--- src/rtl/fib_pkg.sv ---
// Shared types and defaults for the Fib core sequencer.
// Optional macro FIB_SEQ_CYCLE_COUNT_EN adds the rsp_cycles output to fib_sequencer.
package fib_pkg;

    typedef enum logic [1:0] {
        IDLE = 2'd0,
        LOAD = 2'd1,
        RUN  = 2'd2,
        RESP = 2'd3
    } seq_state_t;

    localparam int unsigned FIB_WORDSIZE       = 32;
    localparam int unsigned FIB_NWIDTH         = 8;
    localparam int unsigned FIB_RST_CYCLES     = 2;
    localparam int unsigned FIB_TIMEOUT_CYCLES = 4096;

    function automatic logic [15:0] sat16(input logic [31:0] value);
        return (value > 32'h0000_FFFF) ? 16'hFFFF : value[15:0];
    endfunction

endpackage

--- src/rtl/fib_seq_watchdog.sv ---
// Loadable cycle counter with expire flag for the sequencer LOAD/RUN phases.
// With FIB_SEQ_CYCLE_COUNT_EN it also exports the saturated count of the current cycle.
module fib_seq_watchdog
    import fib_pkg::*;
#(
    parameter int unsigned CNT_W = 13,
    parameter int unsigned LIMIT = FIB_TIMEOUT_CYCLES
) (
    input  logic             clk,
    input  logic             rst,
    input  logic             clear,
    input  logic             enable,
    output logic [CNT_W-1:0] count,
    output logic             expire
`ifdef FIB_SEQ_CYCLE_COUNT_EN
    ,
    output logic [15:0]      sat_count
`endif
);

    always_ff @(posedge clk or negedge rst) begin
        if (!rst) begin
            count <= '0;
        end else if (clear) begin
            count <= '0;
        end else if (enable) begin
            count <= count + 1'b1;
        end
    end

    // count holds completed cycles, so the LIMIT-th cycle is the one seeing LIMIT-1
    assign expire = (count == CNT_W'(LIMIT - 1));

`ifdef FIB_SEQ_CYCLE_COUNT_EN
    assign sat_count = sat16(32'(count) + 32'd1);
`endif

endmodule

--- src/rtl/fib_sequencer.sv ---
// Request/response initiator for one Fib core: load n, pulse core reset, run, return result.
// Optional macro FIB_SEQ_CYCLE_COUNT_EN adds the rsp_cycles run-length output.
module fib_sequencer
    import fib_pkg::*;
#(
    parameter int unsigned WORDSIZE       = FIB_WORDSIZE,
    parameter int unsigned NWIDTH         = FIB_NWIDTH,
    parameter int unsigned RST_CYCLES     = FIB_RST_CYCLES,
    parameter int unsigned TIMEOUT_CYCLES = FIB_TIMEOUT_CYCLES
) (
    input  logic                clk,
    input  logic                rst,
    input  logic                req_valid,
    output logic                req_ready,
    input  logic [NWIDTH-1:0]   req_n,
    output logic                core_rst,
    output logic [NWIDTH-1:0]   core_n,
    input  logic                core_ready,
    input  logic [WORDSIZE-1:0] core_result,
    output logic                rsp_valid,
    input  logic                rsp_ready,
    output logic [WORDSIZE-1:0] rsp_result,
    output logic [NWIDTH-1:0]   rsp_n,
    output logic                rsp_timeout
`ifdef FIB_SEQ_CYCLE_COUNT_EN
    ,
    output logic [15:0]         rsp_cycles
`endif
);

    localparam int unsigned CNT_MAX = (TIMEOUT_CYCLES > RST_CYCLES) ? TIMEOUT_CYCLES : RST_CYCLES;
    localparam int unsigned CNT_W   = $clog2(CNT_MAX + 1);

    seq_state_t       state;
    seq_state_t       next_state;
    logic [CNT_W-1:0] count;
    logic             wd_clear;
    logic             wd_enable;
    logic             wd_expire;
    logic             prev_ready;
    logic             load_done;
    logic             complete;
`ifdef FIB_SEQ_CYCLE_COUNT_EN
    logic [15:0]      sat_count;
`endif

    // One counter times both the LOAD reset pulse and the RUN watchdog
    assign wd_clear  = (state == IDLE) || load_done;
    assign wd_enable = (state == LOAD) || (state == RUN);
    assign load_done = (state == LOAD) && (count == CNT_W'(RST_CYCLES - 1));

    // First RUN cycle is excluded so a level left high across release never completes
    assign complete  = (state == RUN) && (count != '0) && core_ready && !prev_ready;

    fib_seq_watchdog #(
        .CNT_W (CNT_W),
        .LIMIT (TIMEOUT_CYCLES)
    ) u_watchdog (
        .clk       (clk),
        .rst       (rst),
        .clear     (wd_clear),
        .enable    (wd_enable),
        .count     (count),
        .expire    (wd_expire)
`ifdef FIB_SEQ_CYCLE_COUNT_EN
        ,
        .sat_count (sat_count)
`endif
    );

    always_ff @(posedge clk or negedge rst) begin
        if (!rst) begin
            state <= IDLE;
        end else begin
            state <= next_state;
        end
    end

    always_comb begin
        next_state = state;
        req_ready  = 1'b0;
        core_rst   = 1'b1;
        rsp_valid  = 1'b0;
        case (state)
            IDLE: begin
                req_ready = 1'b1;
                if (req_valid) next_state = LOAD;
            end
            LOAD: begin
                if (load_done) next_state = RUN;
            end
            RUN: begin
                core_rst = 1'b0;
                if (complete || wd_expire) next_state = RESP;
            end
            RESP: begin
                rsp_valid = 1'b1;
                if (rsp_ready) next_state = IDLE;
            end
            default: next_state = IDLE;
        endcase
    end

    always_ff @(posedge clk or negedge rst) begin
        if (!rst) begin
            core_n      <= '0;
            prev_ready  <= 1'b0;
            rsp_result  <= '0;
            rsp_n       <= '0;
            rsp_timeout <= 1'b0;
`ifdef FIB_SEQ_CYCLE_COUNT_EN
            rsp_cycles  <= '0;
`endif
        end else begin
            if ((state == IDLE) && req_valid) begin
                core_n <= req_n;
            end

            if (state == LOAD) begin
                prev_ready <= 1'b0;
            end else if (state == RUN) begin
                prev_ready <= core_ready;
            end

            // Completion wins over a same-cycle watchdog expiry
            if (complete) begin
                rsp_result  <= core_result;
                rsp_n       <= core_n;
                rsp_timeout <= 1'b0;
`ifdef FIB_SEQ_CYCLE_COUNT_EN
                rsp_cycles  <= sat_count;
`endif
            end else if ((state == RUN) && wd_expire) begin
                rsp_result  <= '0;
                rsp_n       <= core_n;
                rsp_timeout <= 1'b1;
`ifdef FIB_SEQ_CYCLE_COUNT_EN
                rsp_cycles  <= sat_count;
`endif
            end
        end
    end

endmodule
--- config.mk ---
export PLATFORM = sky130hd
export DESIGN_NAME = fib_sequencer
export DESIGN_NICKNAME = d
export VERILOG_FILES = /design/src/rtl/fib_pkg.sv /design/src/rtl/fib_seq_watchdog.sv /design/src/rtl/fib_sequencer.sv
export SDC_FILE = /design/constraint.sdc
export NUM_CORES = 1
export LEC_CHECK = 0
export CAP_MARGIN = 20
export CORE_AREA = 2 2 83 85
export DETAILED_ROUTE_END_ITERATION = 8
export DIE_AREA = 0 0 85 87
export GPL_TIMING_DRIVEN = 0
export MAX_ROUTING_LAYER = met4
export PLACE_DENSITY = 0.78
export RECOVER_POWER = 50
export REMOVE_ABC_BUFFERS = 1
export SLEW_MARGIN = 15
export SYNTH_ARGS = -nofsm -noshare
export SYNTH_HDL_FRONTEND = slang
export SYNTH_HIERARCHICAL = 1
export SYNTH_SLANG_ARGS = --single-unit
--- constraint.sdc ---
create_clock -name clk -period 2.65 [get_ports clk]
set_input_delay 0.53 -clock clk [delete_from_list [all_inputs] [get_ports clk]]
set_output_delay 0.53 -clock clk [all_outputs]
set_load 0.005 [all_outputs]
# Word level (Yosys, flattened, before mapping)
# Cells that the tools add are included.
# word_totals
register_bits	65
latchBits	0
ram_bits	0
rom_bits	0
output_inout_bits	52
wordCells	51
n_memories	0
# op_classes
addsub	1
mul	0
div	0
n_lt_le_gt_ge	0
n_eq_ne	9
shifts	0
mux	18
n_bitwise	0
reduce_logical	16
# ops
operator	count
$mux 32	2
$mux 13	2
$mux 8	2
$add 13x1->13 const B	1
$eq 13x1->1 const B	1
$eq 13x12->1 const B	1
$reduce_bool 13->1	1
$mux 2	4
$ne 2x2->1 const B	4
$pmux 2 s4	1
$mux 1	7
$logic_and 1x1->1	6
$reduce_bool 2->1	3
$eq 2x2->1 const B	2
$reduce_and 4->1	1
$logic_or 1x1->1	3
$eq 2x1->1 const B	1
$logic_not 2->1	1
$logic_not 1->1	1

# Depth between registers and ports, before layout
# Gate-level depths: netlist of run 1.
# depth
word_depth	7
mapped_depth	7
mapped_depth_nobuf	6

# By module
# The synthesis of run 1 kept the hierarchy.
# by_module_without_submodules
mod	instances	cells_per_inst	area_each_um2	seq_area_each_um2
fib_sequencer	1	207	2175.8	1301.2
fib_seq_watchdog	1	66	676.9	325.3

# Worst setup path after synthesis of run 1
# OpenSTA, ideal clock, no wires.
# synth_timing
path_kind	flip-flop to flip-flop
from	register u_watchdog.count[5]
to	register state[1]
setup_time_ns	0.125
t_arrival_ns	1.729
required_ns	2.525
setup_slack_ns	0.796
path_stages_with_launch	7
path_buffers	1
cell_sequence	dfrtp_1 -> nor4_2 -> nand4b_1 -> and4_4 -> buf_6 -> o31a_1 -> mux2_4
# synth_between
elab_chain_len	7
# synth_rtl
item	line	rtl
from (decl)	fib_seq_watchdog.sv:13	output logic [CNT_W-1:0] count,
from (signal assigned)	fib_seq_watchdog.sv:27	count <= count + 1'b1;
$reduce_bool 13->1	fib_sequencer.sv:53	assign complete = (state == RUN) && (count != '0) && core_ready && !prev_ready;
$logic_and 1x1->1 (3 in series)	fib_sequencer.sv:53	
$logic_or 1x1->1	fib_sequencer.sv:94	if (complete || wd_expire) next_state = RESP;
$ne 2x2->1 (no source line)	n/a	
$reduce_and 4->1 (no source line) *	n/a	
to (signal assigned)	fib_sequencer.sv:75	state <= next_state;
to (decl)	fib_sequencer.sv:34	seq_state_t state;
# Every way passes the cells marked *; elsewhere a longest branch is shown, timed or not.
# A chain may end at the register's enable or synchronous reset.

# Final worst setup path of run 1
# layout_timing
from	register u_watchdog.count[0]
to	register rsp_n[2]
# layout_lines
item	line	rtl
$eq 13x12->1	fib_seq_watchdog.sv:32	assign expire = (count == CNT_W'(LIMIT - 1));
net wd_expire	fib_sequencer.sv:39	logic wd_expire;
$logic_and 1x1->1	fib_sequencer.sv:133	end else if ((state == RUN) && wd_expire) begin
$reduce_bool 2->1 (no source line)	n/a	
to (signal assigned)	fib_sequencer.sv:128	rsp_n <= core_n;
to (signal assigned)	fib_sequencer.sv:135	rsp_n <= core_n;
to (decl)	fib_sequencer.sv:23	output logic [NWIDTH-1:0] rsp_n,
# The timed path passes the listed nets, and every way through them passes these cells.

==> results of run 1 <==
==> timing repair <==
action / 4_1_cts / 5_1_grt
setup endpoints to repair: 0 / 8
hold buffers: 0 / 0
gates resized for setup: 0 / 1
==> cell usage in the layout (no fill, tap or decap), types with 2 or more instances in the layout <==
cell,synthesis,layout
mux2_1,1,2
xnor2_1,3,3
clkbuf_1,10,2
nand3_1,3,3
nor2_1,11,11
clkinvlp_4,0,2
dfrtp_1,65,65
nand4_2,2,2
dlygate4sd3_1,0,17
nand4b_1,3,3
a21oi_1,6,6
clkinv_4,0,2
or4_1,3,3
o31ai_1,3,3
nor2b_1,2,2
or3_1,2,2
bufinv_16,0,2
nor4_2,2,2
inv_1,11,11
nand2_1,68,68
nor4_1,4,4
ha_1,6,6
mux2_2,18,17
o21ai_0,35,35
clkbuf_8,0,9
clkdlybuf4s50_1,0,78
==> metal layers <==
metal	vias up	wire length [µm]
met2	75	3150
li1	1127	-
met1	1101	2880
met4	0	87
met3	6	422
met5	-	0
==> registers in the layout (all words and copies together) (netlist names) <==
signal            cells
rsp_n                 8
prev_ready            1
state                 2
u_watchdog/count     13
rsp_timeout           1
rsp_result           32
core_n                8
==> worst max-delay path, cell delays in order (launching register included) <==
cell      delay [ps]
dfrtp_1          440
ha_1             240
nand4b_1         110
nor3_1           330
nand2_1          450
nand2b_2         370
mux2_2           360
==> worst paths after layout <==
check	start	to	slack [ps]	cells past startpoint
max	u_watchdog/count[0]$_DFFE_PN0P_	rsp_n[2]$_DFFE_PN0P_	240	6
min in group asynchronous	rst	rsp_timeout$_DFFE_PN0P_	680	1
min reg2reg	rsp_n[2]$_DFFE_PN0P_	rsp_n[2]$_DFFE_PN0P_	500	1
min	rsp_n[2]$_DFFE_PN0P_	rsp_n[2]$_DFFE_PN0P_	500	1
max reg2reg	u_watchdog/count[0]$_DFFE_PN0P_	rsp_n[2]$_DFFE_PN0P_	240	6
max in group asynchronous	rst	rsp_n[6]$_DFFE_PN0P_	920	1
==> power by group through the flow <==
stage               registers (mW)  clock network [mW]  logic, mW
detailed placement            1.69                   0       1.83
floorplan                     1.70                   0      0.737
CTS                           1.68               0.944       1.85
finish                        1.67               0.925       1.78
global placement              1.67                   0       1.79
global route                  1.74               0.994       1.96
==> stage by stage <==
stage               power (mW)  instances  setup TNS [ps]  setup slack [ps]
global placement          3.46        437          -76660             -1130
global route              4.69        455               0              65.7
finish                    4.38        455               0               240
floorplan                 2.44        261               0               333
detailed placement        3.52        439               0              47.1
CTS                       4.47        455               0              98.8
==> layout make-up <==
class,count,area share
Multi-Input combinational cell,185,0.276
Timing Repair Buffer,98,0.243
Clock inverter,6,0.0224
Sequential cell,65,0.394
Inverter,11,0.0100
Clock buffer,10,0.0309
Tap cell,80,0.0242
==> cells by family after synthesis <==
| family | after synthesis | share of synthesized area |
|---|---|---|
| and+or+nand+nor | 106 | 0.182 |
| DFF | 65 | 0.570 |
| AOI/OAI and AO/OA | 48 | 0.0921 |
| buffers and inverters | 23 | 0.0333 |
| muxes | 21 | 0.0838 |
| adders and majority gates | 6 | 0.0263 |
| xor gates and xnor gates | 4 | 0.0123 |
==> reports/metrics.cfg, run 1 <==
[worst_setup_path]
end_kind = flop
arrival_ps = 2630
path_class = reg2reg
crit_required_ps = 2870
crit_fanout = 12
start_kind = flop

[grt]
grt_max_degree = 68
grt_pass1_vias = 2243
antenna_found_initial = 0
busiest_layer = met2
grtUsageMet1 = 0.230
grt_usage = 0.189
grt_util_met3 = 0.0635
grtUsageMet2 = 0.295
grt_overflow_total = 0
grt_pass1_wl_um = 10700

[routing]
drt-vias-per-instance = 5.07
wl_um = 6530
vias = 2309
drt-initial-drc-count = 108
wire_per_inst_um = 14.4
ant_nets = 0
detail_route.first_pass.iterations = 4
drc = 0

[cells_and_area]
design_area_um2 = 4130
register_area_um2 = 1630
nNetsFinal = 421
drive_gt1_frac = 0.115
n_fill_cell = 544
synthToLayoutAreaGrowth_pct = 44.7
fin_util = 0.628
multi_input_area_um2 = 1140
diodes = 0

[clock_tree]
h-tree-depth = 3
cts_root_buffer = clkbuf_8
cts_setup_buffers = 0
path_clk_slew_ps = 70
cts_tree = built
clockBufferDepth = 2
numCtsBuffers = 9
cts.sinks = 65
clkLatencyLatePin_ps = 340

[pwr]
power_frac_comb = 0.407
switching_share = 0.311
p_seq_frac = 0.382
clockPowerShare = 0.211
max-vdd-ir-drop_v = 0.000558
p_switching_mw = 1.36
p_leak_nw = 1.79
p_per_area_nw_per_um2 = 1060
internal-power_mw = 3.02

[run]
drv_cap = 1

[logic_synthesis]
syn_area_per_cell_um2 = 10.4
synthFlopType = dfrtp_1
ys_seq_elements = 65
ys_seq_area_frac = 0.570
async_flop_share = 1.00
synth_area_leaders = dfrtp_1 (57%), nand2_1 (8.9%), mux2_2 (7.1%)
synth-edff-count = 0
synthCells = 273
yosys_warnings = 6
synth.most_common_cell = nand2_1
synth_top_area_frac = 0.570
yosys-top-cells-count = nand2_1 (68), dfrtp_1 (65), o21ai_0 (35)
syn_area_um2 = 2850
ys_types = 35
synth_area_leader_cell = dfrtp_1

[die]
start_util = 0.434
core_um2 = 6570
dieHeight_um = 87
rows = 30
boundaryPins = 97
dieArea_um2 = 7400
die_w_um = 85

[sta]
slew_violations = 33
grt_setup_unrepaired = no
finalSetupViolations = 0
tightest_slew_ps = 1820
layout_min_cycle_time_ps = 2410
relSlewSlack = -0.215
hold_viol = 0
skew_ps = 10.7
max_freq_mhz = 415
period_share = 0.910
timing.hold.ws_ps = 503

[placed_design]
dpl_cell_area_um2 = 3910
port_buffers = 96
routabilityCongestion = 0.730
post-dp-hpwl_um = 4470

[min_path]
hp-class = reg2reg

[run_status]
outcome = complete, but fails checks
violations = max-capacitance violations, max-slew violations

Power figures use the tool's default switching activity.
==> run 2: changes to the inputs <==
--- a/config.mk
+++ b/config.mk
@@ -6,12 +6,12 @@
 export NUM_CORES = 1
 export LEC_CHECK = 0
 export CAP_MARGIN = 20
-export CORE_AREA = 2 2 83 85
+export CORE_AREA = 2 2 93 77
 export DETAILED_ROUTE_END_ITERATION = 8
-export DIE_AREA = 0 0 85 87
+export DIE_AREA = 0 0 95 79
 export GPL_TIMING_DRIVEN = 0
 export MAX_ROUTING_LAYER = met4
-export PLACE_DENSITY = 0.78
+export PLACE_DENSITY = 0.77
 export RECOVER_POWER = 50
 export REMOVE_ABC_BUFFERS = 1
 export SLEW_MARGIN = 15
==> run 2 against run 1 <==
  * Clock power decreased by 0.9%
  * Final area unchanged
  * Via count increased by 0.48%
  * Global-route usage decreased by 0.46 points
  * Highest routed layer unchanged
  * Combinational power increased by 2%
  * Critical path type unchanged
  * Routed wire length increased by 4.7%
  * Maximum frequency increased by 1.3%
  * Flip-flop and latch count unchanged
  * The flow now finishes without violations
==> reports/metrics.cfg, run 2 (synthesized netlist as in run 1, its figures left out) <==
[sta]
skew_ps = 8.83  ; was 10.7 ps
period_share = 0.898  ; was 0.910
relSlewSlack = 0.236  ; was -0.215
max_freq_mhz = 420  ; was 415 MHz
grt_setup_unrepaired = no  ; unchanged
layout_min_cycle_time_ps = 2380  ; was 2410 ps
hold_viol = 0  ; unchanged
slew_violations = 0  ; was 33
tightest_slew_ps = 1150  ; was 1820 ps
finalSetupViolations = 0  ; unchanged
fin_setup_tns_ps = 0  ; unchanged

[run_status]
outcome = finished clean  ; was complete, but fails checks

[run]
drv_cap = 0  ; was 1

[grt]
grt_pass1_vias = 2208  ; was 2243
antenna_found_initial = 0  ; unchanged
grt_usage = 0.185  ; was 0.189
grt_overflow_total = 0  ; unchanged
grt_pass1_wl_um = 10200  ; was 10700 µm
grt_max_degree = 68  ; unchanged

[worst_setup_path]
start_kind = flop  ; unchanged
crit_required_ps = 2880  ; was 2870 ps
cp_top_family = simple AND/OR/NAND/NOR gates  ; unchanged
end_kind = flop  ; unchanged
critPathMaxStageDelay_ps = 520  ; was 450 ps
crit_slowest_cell = and4_4  ; was nand2_1
arrival_ps = 2610  ; was 2630 ps
critPathBufInv = 1  ; was 0
crit_fanout = 34  ; was 12
path_class = reg2reg  ; unchanged
cp_cell_sequence = inv_1, ha_1, and4_4, nand2b_1, mux2_2  ; was ha_1, nand4b_1, nor3_1, nand2_1, nand2b_2, mux2_2

[clock_tree]
h-tree-depth = 3  ; unchanged
clockBufferDepth = 2  ; unchanged
hold_buffers = 0  ; unchanged
cts_root_buffer = clkbuf_8  ; unchanged
path_clk_slew_ps = 70  ; about the same
clkLatencyLatePin_ps = 340  ; about the same
cts_tree = built  ; unchanged
cts_setup_buffers = 0  ; unchanged
numCtsBuffers = 9  ; unchanged
cts.sinks = 65  ; unchanged

[cells_and_area]
n_fill_cell = 572  ; was 544
drive_gt1_frac = 0.125  ; was 0.115
fin_util = 0.620  ; was 0.628
largest_register = rsp_result  ; unchanged
largest_register_ffs = 32  ; unchanged
synthToLayoutAreaGrowth_pct = 44.7  ; unchanged
nNetsFinal = 422  ; was 421
final_cell_mix = clkdlybuf4s50_1 (78), nand2_1 (67), dfrtp_1 (65)  ; was clkdlybuf4s50_1 (78), nand2_1 (68), dfrtp_1 (65)
diodes = 0  ; unchanged
top_regs = rsp_result x32, u_watchdog/count x13  ; unchanged
final_common_cell = clkdlybuf4s50_1  ; unchanged

[placed_design]
port_buffers = 96  ; unchanged
routabilityCongestion = 0.810  ; was 0.730
post-dp-hpwl_um = 4450  ; was 4470 µm

[routing]
wire_per_inst_um = 14.8  ; was 14.4 µm
drt-vias-per-instance = 5.01  ; was 5.07
drc = 0  ; unchanged
drt-initial-drc-count = 94  ; was 108
detail_route.first_pass.iterations = 4  ; unchanged
wl_um = 6840  ; was 6530 µm
ant_nets = 0  ; unchanged
vias = 2320  ; was 2309

[die]
dieArea_um2 = 7510  ; was 7400 µm²
die_w_um = 95  ; was 85 µm
rows = 27  ; was 30
dieHeight_um = 79  ; was 87 µm
core_um2 = 6660  ; was 6570 µm²
boundaryPins = 97  ; unchanged
start_util = 0.429  ; was 0.434

[min_path]
hp-class = in2async  ; was reg2reg

[pwr]
total_power_mw = 4.41  ; was 4.38 mW
p_per_area_nw_per_um2 = 1070  ; was 1060 nW/µm²
p_leak_nw = 1.81  ; was 1.79 nW
max-vdd-ir-drop_v = 0.000583  ; was 0.000558 V

-- run 2: final cells by class --
cell class	instances	area, µm²	area share
inverter	11	41.3	0.0100
tap	87	109	0.0264
clock inverter	7	95.1	0.0230
multi-input combinational	186	1160	0.280
timing repair buffer	98	975	0.236
clock buffer	9	124	0.0300
sequential	65	1630	0.394
-- run 2: timing repair --
item | CTS | global route
endpoints found under the setup margin | 8 | 8
gates cloned | 0 | 1
pin swaps | 0 | 1
gates resized for setup | 1 | 2
-- run 2: final timing paths --
path / startpoint / to / slack [ps] / cells after the start
max in group asynchronous: rst / u_watchdog/count[3]$_DFFE_PN0P_ / 670 / 2
min: rst / rsp_result[10]$_DFFE_PN0P_ / 320 / 1
max: state[0]$_DFFE_PN0P_ / rsp_n[0]$_DFFE_PN0P_ / 270 / 5
min in group clk: rsp_timeout$_DFFE_PN0P_ / rsp_timeout$_DFFE_PN0P_ / 500 / 2
min reg2reg: rsp_timeout$_DFFE_PN0P_ / rsp_timeout$_DFFE_PN0P_ / 500 / 2
max reg2reg: state[0]$_DFFE_PN0P_ / rsp_n[0]$_DFFE_PN0P_ / 270 / 5
-- run 2: where the power goes --
part | internal [mW] | switching, mW
combinational | 1.07 | 0.749
clock | 0.529 | 0.388
sequential | 1.42 | 0.254
total | 3.02 | 1.39
-- run 2: routing by layer --
layer / vias to the layer above / wire (µm) / GRT usage
met5: - / 0 / -
met4: 0 / 40 / 0.0565
met3: 2 / 437 / 0.0693
met2: 71 / 3250 / 0.284
met1: 1119 / 3110 / 0.228
li1: 1128 / - / -
-- run 2: stage by stage --
stage	hold slack (ps)	area, µm²	cells	setup slack [ps]
after floorplan	234	2800	261	333
after global placement	487	3870	444	-1100
after detailed placement	427	3910	446	-58.7
after CTS	44.4	4130	462	95.3
after global routing	390	4130	463	102
final	319	4130	463	272
==> run 3: changes to the inputs <==
--- a/config.mk
+++ b/config.mk
@@ -13,7 +13,6 @@
 export MAX_ROUTING_LAYER = met4
 export PLACE_DENSITY = 0.77
 export RECOVER_POWER = 50
-export REMOVE_ABC_BUFFERS = 1
 export SLEW_MARGIN = 15
 export SYNTH_ARGS = -nofsm -noshare
 export SYNTH_HDL_FRONTEND = slang
==> run 3 against run 2 <==
  * Critical endpoint is now core_rst
  * Sequential share of layout area is 0.34 points lower
  * Critical path depth is 1 lower
  * Largest cell class unchanged
  * Via count is 2.7% higher
  * The run now ends with max-capacitance violations, max-slew violations left
  * Routed wire length is 0.31% higher
  * Clock skew hardly changed
  * Worst setup slack better by 120 ps
  * First-iteration DRC count is 4.3% higher
  * Global-route usage is 1.5 points higher
==> reports/metrics.cfg, run 3 (synthesized netlist as in run 1, its figures left out) <==
[sta]
grt_setup_unrepaired = no  ; unchanged
fin_setup_tns_ps = 0  ; unchanged
max_freq_mhz = 443  ; was 420 MHz
layout_min_cycle_time_ps = 2260  ; was 2380 ps
tightest_slew_ps = 1710  ; was 1150 ps
relSlewSlack = -0.141  ; was 0.236
slew_violations = 30  ; was 0
hold_viol = 0  ; unchanged
finalSetupViolations = 0  ; unchanged
skew_ps = 9.10  ; was 8.83 ps
period_share = 0.851  ; was 0.898

[cells_and_area]
diodes = 0  ; unchanged
largest_register = rsp_result  ; unchanged
final_cell_mix = clkdlybuf4s50_1 (78), nand2_1 (68), dfrtp_1 (65)  ; was clkdlybuf4s50_1 (78), nand2_1 (67), dfrtp_1 (65)
fin_util = 0.626  ; was 0.620
drive_gt1_frac = 0.114  ; was 0.125
largest_register_ffs = 32  ; unchanged
nNetsFinal = 432  ; was 422
final_common_cell = clkdlybuf4s50_1  ; unchanged
instances_no_fill = 473  ; was 463
synthToLayoutAreaGrowth_pct = 46.0  ; was 44.7%
n_fill_cell = 546  ; was 572
design_area_um2 = 4160  ; was 4130 µm²
top_regs = rsp_result x32, u_watchdog/count x13  ; unchanged

[routing]
wire_per_inst_um = 14.5  ; was 14.8 µm
drt-initial-drc-count = 98  ; was 94
ant_nets = 0  ; unchanged
vias = 2383  ; was 2320
wl_um = 6860  ; was 6840 µm
drc = 0  ; unchanged
drt-vias-per-instance = 5.04  ; was 5.01
detail_route.first_pass.iterations = 4  ; unchanged

[grt]
grt_util_met3 = 0.0759  ; was 0.0693
grtUsageMet2 = 0.307  ; was 0.284
grt_overflow_total = 0  ; unchanged
antenna_found_initial = 0  ; unchanged
grtUsageMet1 = 0.251  ; was 0.228
grt_pass1_vias = 2337  ; was 2208
grt_usage = 0.200  ; was 0.185
grt_pass1_wl_um = 11100  ; was 10200 µm
grt_max_degree = 37  ; was 68
busiest_layer = met2  ; unchanged

[worst_setup_path]
end_kind = primary output  ; was flop
path_class = reg2out  ; was reg2reg
r2r-start = u_watchdog/count[1]$_DFFE_PN0P_  ; was state[0]$_DFFE_PN0P_
crit_required_ps = 2120  ; was 2880 ps
r2r_end = rsp_n[4]$_DFFE_PN0P_  ; was rsp_n[0]$_DFFE_PN0P_
arrival_ps = 1730  ; was 2610 ps
start_kind = flop  ; unchanged
crit_fanout = 5  ; was 34
r2r_slack_ps = 430  ; was 270 ps
r2r_cells = 7  ; was 5

[placed_design]
port_buffers = 96  ; unchanged
post-dp-hpwl_um = 4980  ; was 4450 µm
routabilityCongestion = 0.825  ; was 0.810
place_inst = 457  ; was 446
dpl_cell_area_um2 = 3940  ; was 3910 µm²

[pwr]
switching_share = 0.312  ; was 0.316
max-vdd-ir-drop_v = 0.000437  ; was 0.000583 V
p_switching_mw = 1.39  ; about the same
power_frac_comb = 0.411  ; was 0.413
p_seq_frac = 0.378  ; was 0.379
p_per_area_nw_per_um2 = 1070  ; about the same
internal-power_mw = 3.06  ; was 3.02 mW
total_power_mw = 4.44  ; was 4.41 mW
clockPowerShare = 0.211  ; was 0.208
p_leak_nw = 1.81  ; about the same

[die]
die_w_um = 95  ; unchanged
rows = 27  ; unchanged
dieHeight_um = 79  ; unchanged
core_um2 = 6660  ; unchanged
dieArea_um2 = 7510  ; unchanged
start_util = 0.429  ; unchanged
boundaryPins = 97  ; unchanged

[min_path]
min_from = rsp_n[6]$_DFFE_PN0P_
min_to = rsp_n[6]$_DFFE_PN0P_
hp-class = reg2reg  ; was in2async
min_path_cells = 1

[clock_tree]
path_clk_slew_ps = 70  ; about the same
cts.sinks = 65  ; unchanged
cts_tree = built  ; unchanged
clockBufferDepth = 2  ; unchanged
cts_root_buffer = clkbuf_8  ; unchanged
h-tree-depth = 3  ; unchanged
ctsResizeCount = 0  ; was 1
numCtsBuffers = 9  ; unchanged
clkLatencyLatePin_ps = 340  ; about the same
cts_setup_buffers = 0  ; unchanged
hold_buffers = 0  ; unchanged

[run]
drv_cap = 1  ; was 0

[run_status]
outcome = complete, but fails checks  ; was finished clean
violations = max-capacitance violations, max-slew violations

[logic_synthesis]
synthesis.nets = 324

-- run 3: cell type report --
class / instances / area [µm²] / area share
well taps: 87 / 109 / 0.0261
inverters: 11 / 41.3 / 0.00992
flip-flops and latches: 65 / 1630 / 0.391
repair buffers: 97 / 975 / 0.234
clock buffers: 10 / 138 / 0.0331
clock inverters: 6 / 90.1 / 0.0216
multi-input cells: 185 / 1130 / 0.272
plain buffers: 12 / 53.8 / 0.0129
-- run 3: power by group through the flow --
stage	Clock [mW]	Sequential, mW	Combinational (mW)
2_1_floorplan	0	1.70	0.762
3_3_place_gp	0	1.68	1.82
3_5_place_dp	0	1.69	1.89
4_1_cts	0.969	1.69	1.90
5_1_grt	1.02	1.74	2.02
6_report	0.937	1.68	1.83
-- run 3: per-stage QoR --
step / worst slack, ps / hold WS [ps]
5_1_grt: 206 / 527
6_report: 395 / 508
3_5_place_dp: 490 / 495
3_3_place_gp: -1080 / 490
2_1_floorplan: 796 / 234
4_1_cts: 374 / 108
-- run 3: worst max path at each step --
stage / end / slack (ps) / cells after the start / start
after floorplan: state[1]$_DFFE_PN0P_ / 800 / 6 / u_watchdog/count[5]$_DFFE_PN0P_
after global placement: rsp_result[0]$_DFFE_PN0P_ / -1080 / 1 / rst
after detailed placement: rsp_n[4]$_DFFE_PN0P_ / 490 / 7 / u_watchdog/count[0]$_DFFE_PN0P_
after CTS: core_rst / 370 / 4 / state[0]$_DFFE_PN0P_
after global routing: rsp_n[6]$_DFFE_PN0P_ / 210 / 7 / u_watchdog/count[1]$_DFFE_PN0P_
final: core_rst / 390 / 4 / state[0]$_DFFE_PN0P_
-- run 3: critical path, cell delays in order, from the launching register on --
cell             delay, ps
dfrtp_1                400
inv_1                  100
ha_1                   270
inv_1                  110
clkdlybuf4s50_1        510
-- run 3: metal layers --
layer	share of wire	vias up	wire length (µm)
met5	0	-	0
met4	0.0086	0	59
met3	0.063	6	430
met2	0.47	80	3190
met1	0.46	1148	3180
li1	-	1149	-
